### config.mk
export PLATFORM = sky130hd
export DESIGN_NAME = inst_encoder_flat
export DESIGN_NICKNAME = d
export VERILOG_FILES = /design/src/rtl/inst_encoder_pkg.sv /design/src/rtl/inst_encoder_if.sv /design/src/rtl/inst_enc_comb.sv /design/src/rtl/inst_encoder.sv /design/src/flat_wrapper.sv
export SDC_FILE = /design/constraint.sdc
export NUM_CORES = 1
export LEC_CHECK = 0
export CORE_MARGIN = 2
export CORE_UTILIZATION = 39
export DETAILED_ROUTE_END_ITERATION = 6
export GPL_TIMING_DRIVEN = 0
export PLACE_DENSITY = 0.78
export SYNTH_ARGS = -nofsm -noshare
export SYNTH_HDL_FRONTEND = slang
export SYNTH_SLANG_ARGS = --single-unit
### constraint.sdc
create_clock -name clk -period 2 [get_ports clk]
set_input_delay 0.4 -clock clk [delete_from_list [all_inputs] [get_ports clk]]
set_output_delay 0.4 -clock clk [all_outputs]
set_load 0.02 [all_outputs]
### src/rtl/inst_encoder_pkg.sv
// Shared RV32I encoding constants and FSM state type for the instruction encoder/decoder pair.
package inst_encoder_pkg;

  localparam logic [6:0]  OPC_OP     = 7'b0110011;
  localparam logic [6:0]  OPC_OP_IMM = 7'b0010011;
  localparam logic [31:0] NOP_WORD   = 32'h0000_0013;

  localparam logic [2:0] F3_ADD_SUB = 3'b000;
  localparam logic [2:0] F3_SLL     = 3'b001;
  localparam logic [2:0] F3_SLT     = 3'b010;
  localparam logic [2:0] F3_SLTU    = 3'b011;
  localparam logic [2:0] F3_XOR     = 3'b100;
  localparam logic [2:0] F3_SRL_SRA = 3'b101;
  localparam logic [2:0] F3_OR      = 3'b110;
  localparam logic [2:0] F3_AND     = 3'b111;

  typedef enum logic [1:0] {
    IDLE,
    WRITE,
    FULL
  } enc_state_t;

endpackage

### src/rtl/inst_encoder_if.sv
// Field-input handshake and instruction-memory write port of the encoder.
interface inst_encoder_if #(
  parameter int unsigned DEPTH = 256
);
  localparam int unsigned AW = $clog2(DEPTH);

  logic          in_valid;
  logic          in_ready;
  logic          fmt;
  logic [4:0]    rs1;
  logic [4:0]    rs2;
  logic [4:0]    rd;
  logic [3:0]    alu_ctrl;
  logic          w_en;
  logic [31:0]   imm;
  logic          mem_wr;
  logic [AW-1:0] mem_addr;
  logic [31:0]   mem_wdata;
  logic          mem_ack;

  modport master (
    output in_valid, fmt, rs1, rs2, rd, alu_ctrl, w_en, imm, mem_ack,
    input  in_ready, mem_wr, mem_addr, mem_wdata
  );

  modport slave (
    input  in_valid, fmt, rs1, rs2, rd, alu_ctrl, w_en, imm, mem_ack,
    output in_ready, mem_wr, mem_addr, mem_wdata
  );

endinterface

### src/rtl/inst_enc_comb.sv
// Combinational field-set to RV32I word encoder; illegal field sets encode as NOP.
module inst_enc_comb
  import inst_encoder_pkg::*;
(
  input  logic        fmt,
  input  logic [4:0]  rs1,
  input  logic [4:0]  rs2,
  input  logic [4:0]  rd,
  input  logic [3:0]  alu_ctrl,
  input  logic        w_en,
  input  logic [31:0] imm,
  output logic [31:0] word,
  output logic        illegal
);

  logic [2:0]  funct3;
  logic        alt;
  logic [4:0]  rd_eff;
  logic        is_shift;
  logic [31:0] raw;

  assign funct3   = alu_ctrl[2:0];
  assign alt      = alu_ctrl[3];
  assign rd_eff   = w_en ? rd : '0;
  assign is_shift = (funct3 == F3_SLL) || (funct3 == F3_SRL_SRA);

  always_comb begin
    raw     = '0;
    illegal = 1'b0;
    if (!fmt) begin
      raw     = {1'b0, alt, 5'b0, rs2, rs1, funct3, rd_eff, OPC_OP};
      illegal = alt && !((funct3 == F3_ADD_SUB) || (funct3 == F3_SRL_SRA));
    end else if (is_shift) begin
      raw     = {1'b0, alt, 5'b0, imm[4:0], rs1, funct3, rd_eff, OPC_OP_IMM};
      illegal = (imm > 32'd31) || (alt && (funct3 != F3_SRL_SRA));
    end else begin
      // imm[31:11] must be a pure sign extension to fit the 12-bit field
      raw     = {imm[11:0], rs1, funct3, rd_eff, OPC_OP_IMM};
      illegal = !((&imm[31:11]) || !(|imm[31:11])) || alt;
    end
    word = illegal ? NOP_WORD : raw;
  end

endmodule

### src/rtl/inst_encoder.sv
// Instruction encoder: accepts field sets, encodes them and fills instruction memory sequentially.
module inst_encoder
  import inst_encoder_pkg::*;
#(
  parameter int unsigned DEPTH = 256
) (
  input  logic          clk,
  input  logic          rst,
  inst_encoder_if.slave bus,
  input  logic          clear,
  output logic          full,
  output logic          err
);

  localparam int unsigned     AW   = $clog2(DEPTH);
  localparam logic [AW-1:0]   LAST = AW'(DEPTH - 1);

  enc_state_t    state_q, state_d;
  logic [AW-1:0] addr_q, addr_d;
  logic [31:0]   wdata_q, wdata_d;
  logic          err_q, err_d;
  logic [31:0]   enc_word;
  logic          enc_illegal;

  inst_enc_comb u_enc (
    .fmt      (bus.fmt),
    .rs1      (bus.rs1),
    .rs2      (bus.rs2),
    .rd       (bus.rd),
    .alu_ctrl (bus.alu_ctrl),
    .w_en     (bus.w_en),
    .imm      (bus.imm),
    .word     (enc_word),
    .illegal  (enc_illegal)
  );

  assign bus.in_ready  = (state_q == IDLE) && !clear && !rst;
  assign bus.mem_wr    = (state_q == WRITE);
  assign bus.mem_addr  = addr_q;
  assign bus.mem_wdata = wdata_q;
  assign full          = (state_q == FULL);
  assign err           = err_q;

  always_ff @(posedge clk or posedge rst) begin
    if (rst) begin
      state_q <= IDLE;
      addr_q  <= '0;
      wdata_q <= '0;
      err_q   <= 1'b0;
    end else begin
      state_q <= state_d;
      addr_q  <= addr_d;
      wdata_q <= wdata_d;
      err_q   <= err_d;
    end
  end

  always_comb begin
    state_d = state_q;
    addr_d  = addr_q;
    wdata_d = wdata_q;
    err_d   = err_q;
    if (clear) begin
      state_d = IDLE;
      addr_d  = '0;
      err_d   = 1'b0;
    end else begin
      unique case (state_q)
        IDLE: begin
          if (bus.in_valid) begin
            wdata_d = enc_word;
            err_d   = err_q | enc_illegal;
            state_d = WRITE;
          end
        end
        WRITE: begin
          // The last address is held rather than wrapped; only clear returns to 0.
          if (bus.mem_ack) begin
            if (addr_q == LAST) begin
              state_d = FULL;
            end else begin
              addr_d  = addr_q + 1'b1;
              state_d = IDLE;
            end
          end
        end
        FULL: ;
        default: state_d = IDLE;
      endcase
    end
  end

endmodule

### src/flat_wrapper.sv
// flat-port wrapper written by rule: the top's interface ports become plain ports
module inst_encoder_flat import inst_encoder_pkg::*;
#(
  parameter int unsigned DEPTH = 256
)
  (clk, rst, clear, full, err, bus_in_valid, bus_fmt, bus_rs1, bus_rs2, bus_rd, bus_alu_ctrl, bus_w_en, bus_imm, bus_mem_ack, bus_in_ready, bus_mem_wr, bus_mem_addr, bus_mem_wdata);
  inst_encoder_if #(.DEPTH(DEPTH)) bus_i ();
  input  logic clk;
  input  logic rst;
  input  logic clear;
  output logic full;
  output logic err;
  input wire logic [$bits(bus_i.in_valid)-1:0] bus_in_valid;
  input wire logic [$bits(bus_i.fmt)-1:0] bus_fmt;
  input wire logic [$bits(bus_i.rs1)-1:0] bus_rs1;
  input wire logic [$bits(bus_i.rs2)-1:0] bus_rs2;
  input wire logic [$bits(bus_i.rd)-1:0] bus_rd;
  input wire logic [$bits(bus_i.alu_ctrl)-1:0] bus_alu_ctrl;
  input wire logic [$bits(bus_i.w_en)-1:0] bus_w_en;
  input wire logic [$bits(bus_i.imm)-1:0] bus_imm;
  input wire logic [$bits(bus_i.mem_ack)-1:0] bus_mem_ack;
  output wire logic [$bits(bus_i.in_ready)-1:0] bus_in_ready;
  output wire logic [$bits(bus_i.mem_wr)-1:0] bus_mem_wr;
  output wire logic [$bits(bus_i.mem_addr)-1:0] bus_mem_addr;
  output wire logic [$bits(bus_i.mem_wdata)-1:0] bus_mem_wdata;
  assign bus_i.in_valid = bus_in_valid;
  assign bus_i.fmt = bus_fmt;
  assign bus_i.rs1 = bus_rs1;
  assign bus_i.rs2 = bus_rs2;
  assign bus_i.rd = bus_rd;
  assign bus_i.alu_ctrl = bus_alu_ctrl;
  assign bus_i.w_en = bus_w_en;
  assign bus_i.imm = bus_imm;
  assign bus_i.mem_ack = bus_mem_ack;
  assign bus_in_ready = bus_i.in_ready;
  assign bus_mem_wr = bus_i.mem_wr;
  assign bus_mem_addr = bus_i.mem_addr;
  assign bus_mem_wdata = bus_i.mem_wdata;
  inst_encoder #(.DEPTH(DEPTH)) u_core (.clk(clk), .rst(rst), .bus(bus_i), .clear(clear), .full(full), .err(err));
endmodule
Word level (Yosys, flattened, before mapping)
Cells that the tools add are included.
- register bits after elaboration: 43
- bits of input ports: 58
- output and inout bits: 44
- logic and storage cells: 62
- add/sub/neg operators: 1
- $lt $le $gt $ge: 1
- equal/unequal tests: 10
- multiplexer cells: 18
- bitwise operators: 2
- reductions and logical operators: 26
- operators by type and width (operator ; count):
    two-way mux 32 bit ; 3
    > comparator 32 x 5 -> 1 bit (second input constant) ; 1
    two-way mux 8 bit ; 4
    AND reduction 21 bit ; 1
    OR reduction 21 bit ; 1
    != test 3 bit (second input constant) ; 3
    AND reduction 3 bit ; 3
    adder 8 x 1 -> 8 bit (second input constant) ; 1
    equality test 8 bit (second input constant) ; 1
    two-way mux 2 bit ; 4
    nonzero test 2 bit ; 4
    one-hot mux 2 bit (3 select lines) ; 1
    logical NOT 1 bit ; 5
    logical OR 1 bit ; 5
    two-way mux 1 bit ; 5
    two-way mux 5 bit ; 1
    logical AND 1 bit ; 4
    != test 2 bit (second input constant) ; 2
    equality test 3 x 1 -> 1 bit (second input constant) ; 1
    equality test 3 bit (second input constant) ; 1
    logical NOT 3 bit ; 1
    equality test 2 x 1 -> 1 bit (second input constant) ; 1
    equality test 2 bit (second input constant) ; 1
    logical NOT 2 bit ; 1
    3 further kinds ; 3

Longest topological paths before layout
- depth in word-level cells: 11
- mapped depth: 6
- gate-level depth less buffers: 6

By module
From an unflattened synthesis, not the netlist that was laid out.
- cells, all modules: 220
- area, all modules: 2663.8 um2
- modules (own cells, without submodules) (module ; times used ; cells an instance ; area each (um2) ; seq. area each (um2)):
    inst_encoder ; 1 ; 138 ; 2028.2 ; 1076.0
    inst_enc_comb ; 1 ; 82 ; 635.6 ; 0.0

Worst setup path before layout
Ideal clock, no wire load.
- path kind: input to register
- from: in bus_imm[27]
- to: reg u_core.err_q, in the netlist u_core.err
- setup time: 0.121 ns
- arrival time: 1.914 ns
- required time: 1.879 ns
- setup slack: -0.035 ns
- stages: 6
- path buffers: 1
- path through: nand4_1 > or4_1 > or3_1 > a31o_1 > buf_6 > a22o_1
- word-level cells in the longest chain between the ends: 11
- elaborated cells between the ends (all ways): 14
- classes of those cells: order compare (1); mux (5); bitwise (1); reduce/logical (7)
- ends and longest elaborated chain (what ; RTL line ; text):
    from (decl) ; flat_wrapper.sv:20 ; input wire logic [$bits(bus_i.imm)-1:0] bus_imm;
    branches (longest 5 deep; another with > comparator 32 x 5 -> 1 bit) ; - ;
    two-way mux 1 bit (*) ; inst_enc_comb.sv:33 ; end else if (is_shift) begin
    two-way mux 1 bit (*) ; inst_enc_comb.sv:30 ; if (!fmt) begin
    OR 1 bit (*) ; inst_encoder.sv:72 ; err_d = err_q | enc_illegal;
    two-way mux 1 bit (*) ; inst_encoder.sv:70 ; if (bus.in_valid) begin
    two-way mux 1 bit (*) ; inst_encoder.sv:68 ; unique case (state_q)
    two-way mux 1 bit (*) ; inst_encoder.sv:63 ; if (clear) begin
    to (signal assigned) ; inst_encoder.sv:54 ; err_q <= err_d;
    to (decl) ; inst_encoder.sv:21 ; logic err_q, err_d;
Every way passes the cells marked *. The select of a mux whose other input is x is not followed.
A chain may end at the register's enable or synchronous reset.

Worst setup path in the final report
- from: in bus_imm[14]
- to: reg u_core.err_q, in the netlist u_core.err
The elaborated chain is that of the path after synthesis.

==> flow_metrics.tcl <==
set metrics [dict create \
    status "complete, no violations" \
    synth.distinct_cells 38 \
    cts_num_sinks 38 \
    switchingPower_w 0.000507 \
    worstSetupStartpoint "bus_imm[14]" \
    rows 25 \
    hpwlAfterDp_mm 3.88 \
    ys_top_cells_by_count "dfrtp_1 (38), nand2_1 (32), nor2_1 (15), o21ai_0 (14), nand3_1 (11)" \
    cp-start-kind "primary input" \
    final_antenna_net_count 0 \
    synth_area_um2 1880 \
    syn-mean-instance-area_um2 9.83 \
    synthMostInstantiatedCell "dfrtp_1" \
    num-nets-final 359 \
    synth_area_leaders "dfrtp_1 (51%), nand2_1 (6.4%), o31ai_2 (4.0%)" \
    finalMaxSlewViolations 0 \
    p_comb_frac 0.256 \
    hold_depth 3 \
    antenna_found_initial 0 \
    synth-seq-cells 38 \
    first_pass_iters 4 \
    switching_share 0.277 \
    reg2reg_setup_slack_ns 0.25 \
    worst_r2r_path_depth 6 \
    grt.overflow.total 0 \
    yosys_warnings 0 \
    cts_htree_levels 2 \
    syn-instance-count 191 \
    grt_pass1_wl_mm 8.14 \
    power.density_nw_per_um2 598 \
    first_iter_violations 118 \
    synthArstFlopShare 1.00 \
    grt_pass1_vias 1783 \
    end_kind "register" \
    antenna_cells 0 \
    max_slew_margin 0.478 \
    crit_type "in -> reg" \
    clk_transition_reported_paths_ns 0.07 \
    tritoncts "yes" \
    instances_no_fill 353 \
    min-delay-start "bus_alu_ctrl[1]" \
    start_util 0.400 \
    hold_ws_ns 0.421 \
    cts_buffer_depth 2 \
    design_area_um2 3060 \
    finClkSkew_ns 0.00816 \
    peakVddDrop_uv 275 \
    area_delta_synth_final_pct 63.2 \
    place_area_um2 2920 \
    r2r-start "u_core.bus.mem_addr[0]$_DFFE_PP0P_" \
    p_leak_nw 1.37 \
    period_share 0.974 \
    synth-seq-area-share 0.506 \
    fin_crit_ns 1.95 \
    wl_per_cell_um 14.7 \
    maxCapViolCount 0 \
    grt_max_degree 39 \
    grt_usage 0.199 \
    fmax_ghz 0.513 \
    synth-main-ff-cell "dfrtp_1" \
    numCtsBuffers 5 \
    cp.required_ns 2.17 \
    rsz0062_at_grt "false" \
    core_area_um2 4690 \
    port-buffer-count 97 \
    dieArea_um2 5390 \
    crit_fanout 5 \
    globalplace.congestion 0.806 \
    yosys.area.top_type "dfrtp_1" \
    die_w_um 73.4 \
    cp.arrival_ns 2.11 \
    power_w 0.00183 \
    drc 0 \
    synth_edf_count 0 \
    post-route-util 0.653 \
    dp.cells 344 \
    synth_top_area_share 0.506 \
    tightest_slew_ns 0.782 \
    p_clk_frac 0.279 \
    cts-hold-fix-buffers 0 \
    die_height_um 73.4 \
    drive_gt1_frac 0.167 \
    hold_path_class "in -> reg" \
    r2r-end "u_core.bus.mem_addr[7]$_DFFE_PP0P_" \
    hold_viol 0 \
    whs_endpoint "u_core.bus.mem_wdata[13]$_DFFE_PP0P_" \
    root_buffer "clkbuf_8" \
    power.internal_w 0.00132 \
    viasPerCell 5.12 \
    finalSetupViolations 0 \
    ios 102 \
    vias 1809 \
    pwr-share-seq 0.465 \
    drt-total-wl_mm 5.18 \
    worstSkewPairLatency_ns 0.28 \
]
-- how the worst max path moves through the flow --
stage / to / cells after the start
floorplan: u_core.err$_DFFE_PP0P_ / 6
CTS: u_core.err$_DFFE_PP0P_ / 7
finish: u_core.err$_DFFE_PP0P_ / 7
detailed placement: u_core.err$_DFFE_PP0P_ / 7
global placement: u_core.err$_DFFE_PP0P_ / 7
global route: u_core.err$_DFFE_PP0P_ / 7
-- per-stage QoR --
| stage | TNS (ns) | worst slack [ns] |
|---|---|---|
| 2_1_floorplan | 0 | 0.0283 |
| 3_3_place_gp | -19.04 | -0.568 |
| 3_5_place_dp | -14.99 | -0.578 |
| 4_1_cts | -0.0454 | -0.0198 |
| 5_1_grt | 0 | 0.00770 |
| 6_report | 0 | 0.0522 |
-- flip-flops by register name, summed over array words and instances, names as in the netlist --
| name | flops |
|---|---|
| u_core.state_q | 2 |
| u_core.err | 1 |
| u_core.bus.mem_wdata | 27 |
| u_core.bus.mem_addr | 8 |
-- metal layers --
layer | global-route usage | vias to the layer above | part of all wire
met2 | 0.327 | 66 | 0.51
li1 | - | 892 | -
met5 | 0 | - | 0
met4 | 0.0485 | 0 | 0.0041
met1 | 0.250 | 849 | 0.42
met3 | 0.0713 | 2 | 0.064
-- what timing repair did --
action	in CTS	in global routing
cloned	1	0
buffers inserted	2	0
endpoints found under the setup margin	27	32
resized for setup	67	30
pin swaps	14	11
-- cell type report --
cell class	count	area (um^2)
Buffer	13	80.1
Fill cell	407	1630
Clock buffer	6	82.6
Inverter	3	11.3
Timing Repair Buffer	100	962
Multi-Input combinational cell	139	910
Tap cell	54	67.6
Sequential cell	38	951
-- logic make-up after synthesis --
family | count (synthesis) | synth area share
flip-flops | 38 | 0.506
adder cells (fa/ha/maj) | 1 | 0.00666
multiplexers | 7 | 0.0373
AO/OA/AOI/OAI | 37 | 0.156
buffers and inverters | 16 | 0.0466
XOR/XNOR | 7 | 0.0326
other | 1 | 0.00200
AND/OR/NAND/NOR | 84 | 0.213
-- critical path, cell delays in order --
cell,delay (ns)
clkdlybuf4s15_1,0.20
nand4_1,0.10
or4_1,0.47
or3_4,0.36
a31o_4,0.26
buf_6,0.13
a22o_1,0.19
-- layout by cell type, fill, tap and decap left out, types with 4 or more instances in the layout --
cell type | synthesis | layout
a22o_1 | 8 | 8
buf_2 | 1 | 9
nand4_1 | 5 | 5
clkdlybuf4s50_1 | 0 | 69
o31ai_2 | 6 | 6
nand2_1 | 32 | 31
clkbuf_8 | 0 | 6
nor2_1 | 15 | 15
buf_4 | 5 | 7
dfrtp_1 | 38 | 38
xor2_1 | 5 | 5
o21ai_0 | 14 | 6
nand3_1 | 11 | 11
dlygate4sd2_1 | 0 | 4
dlymetal6s2s_1 | 0 | 7
mux2i_1 | 7 | 7
clkbuf_2 | 0 | 6
o21ai_1 | 0 | 8
-- power by group through the flow --
stage	Sequential [W]	Combinational [W]	Clock [W]
global placement	0.000865	0.000467	0
finish	0.000852	0.000468	0.000511
floorplan	0.000929	0.000136	0
CTS	0.000852	0.000470	0.000523
global route	0.000859	0.000508	0.000564
detailed placement	0.000866	0.000471	0
No activity file was read; power rests on OpenSTA's default activity.
